===== src/rtl/sad_accum_4b.sv =====
// Sum-of-absolute-differences accumulator for 4-bit operand pairs.
// Each accepted pair contributes |in0 - in1| to a saturating sum. After N
// pairs the block result is offered on a valid/ready output port.
module sad_accum_4b #(
  parameter int unsigned N     = 4,
  parameter int unsigned SUM_W = 8
) (
  input  logic             clk,
  input  logic             rst_n,
  input  logic             clr,
  input  logic             in_val,
  output logic             in_rdy,
  input  logic [3:0]       in0,
  input  logic [3:0]       in1,
  output logic             out_val,
  input  logic             out_rdy,
  output logic [SUM_W-1:0] out_sum,
  output logic             out_sat
);

  localparam int unsigned CNT_W = (N > 1) ? $clog2(N) : 1;
  localparam logic [CNT_W-1:0] LAST = CNT_W'(N - 1);

  typedef enum logic {
    ACCUM = 1'b0,
    DONE  = 1'b1
  } state_t;

  state_t           state_q, state_d;
  logic [SUM_W-1:0] sum_q, sum_d;
  logic             sat_q, sat_d;
  logic [CNT_W-1:0] cnt_q, cnt_d;

  logic [4:0]       r;
  logic [3:0]       diff;
  logic             bout;
  logic [3:0]       mag;
  logic [SUM_W:0]   sum_ext;

  // Subtractor result and its conversion to a magnitude, plus the widened add.
  always_comb begin
    r       = {1'b0, in0} - {1'b0, in1};
    diff    = r[3:0];
    bout    = r[4];
    mag     = bout ? (~diff + 4'd1) : diff;
    sum_ext = {1'b0, sum_q} + {{(SUM_W - 3){1'b0}}, mag};
  end

  // Next-state and handshake outputs; clr overrides every handshake.
  always_comb begin
    state_d = state_q;
    sum_d   = sum_q;
    sat_d   = sat_q;
    cnt_d   = cnt_q;
    in_rdy  = (state_q == ACCUM);
    out_val = (state_q == DONE);

    if (clr) begin
      state_d = ACCUM;
      sum_d   = '0;
      sat_d   = 1'b0;
      cnt_d   = '0;
    end else begin
      case (state_q)
        ACCUM: begin
          if (in_val) begin
            if (sum_ext[SUM_W]) begin
              sum_d = '1;
              sat_d = 1'b1;
            end else begin
              sum_d = sum_ext[SUM_W-1:0];
            end
            if (cnt_q == LAST) begin
              cnt_d   = '0;
              state_d = DONE;
            end else begin
              cnt_d = cnt_q + CNT_W'(1);
            end
          end
        end
        DONE: begin
          if (out_rdy) begin
            sum_d   = '0;
            sat_d   = 1'b0;
            state_d = ACCUM;
          end
        end
        default: state_d = ACCUM;
      endcase
    end
  end

  // State, accumulator, sticky saturation flag and pair counter.
  always_ff @(posedge clk or negedge rst_n) begin
    if (!rst_n) begin
      state_q <= ACCUM;
      sum_q   <= '0;
      sat_q   <= 1'b0;
      cnt_q   <= '0;
    end else begin
      state_q <= state_d;
      sum_q   <= sum_d;
      sat_q   <= sat_d;
      cnt_q   <= cnt_d;
    end
  end

  assign out_sum = sum_q;
  assign out_sat = sat_q;

endmodule


===== config.mk =====
export PLATFORM = sky130hd
export DESIGN_NAME = sad_accum_4b
export DESIGN_NICKNAME = d
export VERILOG_FILES = /design/src/rtl/sad_accum_4b.sv
export SDC_FILE = /design/constraint.sdc
export NUM_CORES = 1
export LEC_CHECK = 0
export CAP_MARGIN = 40
export CORE_MARGIN = 2
export CORE_UTILIZATION = 52
export DETAILED_ROUTE_END_ITERATION = 6
export PLACE_DENSITY = 0.83
export RECOVER_POWER = 25
export SLEW_MARGIN = 20
export SYNTH_ARGS = -nofsm -noshare
export SYNTH_HDL_FRONTEND = slang
export SYNTH_SLANG_ARGS = --single-unit

===== constraint.sdc =====
create_clock -name clk -period 2.84 [get_ports clk]
set_input_delay 0.852 -clock clk [delete_from_list [all_inputs] [get_ports clk]]
set_output_delay 0.852 -clock clk [all_outputs]
set_load 0.1 [all_outputs]

==> impl_metrics.tcl <==
set metrics [dict create \
    end_kind "flop" \
    cp-start-kind "input pin" \
    syn2layout_area_growth_pct 52.60 \
    cp_max_fo 4 \
    syn_avg_cell_area_um2 8.814 \
    post_drt_wl_per_cell_um 15.22 \
    slew_viol_final 0 \
    criticalPathCategory "in2reg" \
    place_area_um2 1355 \
    grt_pass1_vias 964 \
    synthesis.area_um2 987.2 \
    antenna_cells 0 \
    synth-seq-cells 12 \
    yosys.cell_types.count 34 \
    initial_utilization_pct 55.96 \
    ir_drop_mv 0.5839 \
    max-cap-violations 0 \
    instances_no_fill 174 \
    cts-buffers-inserted 3 \
    fin_skew_ps 8.311 \
    slew-limit-headroom_pct 61.85 \
    worst_pin_slew_ps 570.3 \
    dieArea_um2 2263 \
    status "finished, violations left" \
    clkTransAtPathRegs_ps 90 \
    num_vias 943 \
    clock_sinks 12 \
    io_buffer_count 23 \
    grt_pass1_wl_um 4229 \
    final.period_utilization_pct 105.9 \
    grt_setup_unrepaired "yes" \
    yosysSeqAreaShare_pct 30.42 \
    p_leak_nw 0.6958 \
    fin_crit_ps 3008 \
    finalInstanceArea_um2 1506 \
    dp_cells 167 \
    finalWeightedCongestion 0.8236 \
    cts_tree "yes" \
    drcViolationCount 0 \
    cts_max_path_buffers 2 \
    arrival_ps 3180 \
    ctsHoldBuffers 0 \
    grtUsageTotal_pct 26.89 \
    ant_nets 0 \
    routed_wirelength_um 2648 \
    hold_viol 0 \
    fmax_ghz 0.3324 \
    fp-row-count 15 \
    drive_above_1_share_pct 42.28 \
    clock_latency_ps 290 \
    final_common_cell "buf_4" \
    cts_root_buf "clkbuf_4" \
    drt_pre_antenna_iters 4 \
    setup_violations 9 \
    cp_data_required_time_ps 3010 \
    antenna_found_initial 0 \
    powerDensity_nw_per_um2 550.7 \
    die_height_um 47.57 \
    grt_max_degree 13 \
    post-route-util_pct 85.39 \
    overflow 0 \
    timing.final.ws_setup_ps -168.3 \
    drt_iter0_drc 25 \
    final_cell_mix "buf_4 (22), dfrtp_1 (12), inv_1 (9), nor2_1 (9), nand2_1 (9)" \
    layout.nets 175 \
    core_um2 1764 \
    holdCritPathClass "reg2reg" \
    synth.net_count 137 \
    h-tree-depth 1 \
    place_worst_setup_slack_ps -1030 \
    violations "negative setup slack" \
    io_pins 24 \
    dp_hpwl_um 1882 \
    die_x_um 47.57 \
    syn_inst 112 \
    synth_warnings 0 \
    vias_per_cell 5.420 \
]
==> per-layer routing <==
metal / vias up / share of wire (%) / GRT usage [%]
li1: 465 / - / -
met4: 0 / 1.2 / 8.108
met5: - / 0 / 0
met3: 6 / 4.4 / 6.792
met2: 25 / 50 / 44.05
met1: 447 / 44 / 35.02
==> registers in the layout, indices dropped and copies added, names as in the netlist <==
| register | count |
|---|---|
| out_sum | 8 |
| out_val | 1 |
| out_sat | 1 |
| cnt_q | 2 |
==> worst paths after layout <==
path	startpoint	endpoint	slack, ps	cells past startpoint
worst max-delay path	in0[0]	out_sum[5]	-170	15
min in group asynchronous	rst_n	out_sum[5]	980	1
max in group asynchronous	rst_n	out_sum[0]	1470	1
worst min-delay path	out_sum[0]	out_sum[0]	510	2
worst min register to register	out_sum[0]	out_sum[0]	510	2
worst max register to register	out_sum[0]	out_sum[1]	980	8
==> cell families (layout without fill, tap and decap cells) <==
group / after synthesis / in the layout / share of synthesized area (%)
buffers and inverters: 17 / 54 / 7.478
AOI/OAI and AO/OA: 30 / 30 / 20.53
xor gates and xnor gates: 6 / 6 / 5.323
muxes: 2 / 2 / 2.028
and+or+nand+nor: 33 / 33 / 17.49
DFF: 12 / 12 / 30.42
adders and majority gates: 12 / 12 / 16.73
==> stage by stage <==
stage	hold slack (ps)	power, mW	TNS, ps
6_report	512.7	0.8297	-1041
3_5_place_dp	499.9	0.6461	-8650
3_3_place_gp	489.9	0.6351	-8050
4_1_cts	525.6	0.8152	-1158
5_1_grt	579.3	0.8736	-2108
2_1_floorplan	490.3	0.5143	-1608
==> critical path, cell delays in order <==
cell      delay [ps]
buf_8            110
inv_12            40
ha_4             110
inv_2             40
fa_2             330
a21o_1           190
a21o_1           210
a31oi_2          170
xnor2_1           90
ha_1             360
nand3_1           90
o211ai_1         210
buf_4            170
o21ba_4          130
o22ai_2           70
==> synth_stat cells <==
library cell,number,area (um^2)
nor4b_1,1,8.760
nor2b_1,2,12.51
nand2_1,9,33.78
dfrtp_1,12,300.3
a21boi_0,1,7.510
o21ai_1,1,5.000
nor2_1,11,41.29
a21o_1,4,30.03
o211ai_1,1,7.510
nand3_1,3,15.01
a2bb2oi_1,2,17.52
xor2_1,1,8.760
ha_1,10,125.1
o22a_1,1,8.760
and3_1,1,6.260
xnor2_1,5,43.79
o21ba_1,1,10.01
buf_2,2,10.01
or3b_1,1,8.760
o22ai_2,1,12.51
and2_1,1,6.260
o21ai_0,5,25.02
fa_1,2,40.04
nor3b_4,1,18.77
nor3b_1,2,15.01
a31oi_1,2,12.51
nand2b_1,1,6.260
a22oi_1,2,15.01
inv_1,14,52.55
a211oi_1,1,7.510
mux2i_1,2,20.02
buf_6,1,11.26
a32oi_1,1,8.760
a21oi_1,7,35.03
==> report_power, final <==
| part | internal, mW | switching (mW) | leakage [nW] | total [mW] |
|---|---|---|---|---|
| logic | 0.185 | 0.294 | 0.511 | 0.479 |
| clock network | 0.0783 | 0.0662 | 0.0210 | 0.144 |
| registers | 0.188 | 0.0180 | 0.163 | 0.206 |
==> final cells by class <==
| cell class | count | area [um^2] |
|---|---|---|
| multi-input cells | 83 | 768.2 |
| repair buffers | 36 | 305.3 |
| flip-flops and latches | 12 | 300.3 |
| fillers | 95 | 257.7 |
| inverters | 14 | 65.06 |
| clock buffers | 4 | 36.28 |
| well taps | 25 | 31.28 |
==> repair_timing <==
action                     4_1_cts  5_1_grt
gates resized for setup         32        7
pin swaps                       21        8
setup endpoints to repair        9        9
buffers inserted                 3        0
Note: power is estimated with default switching activity, not from simulation.
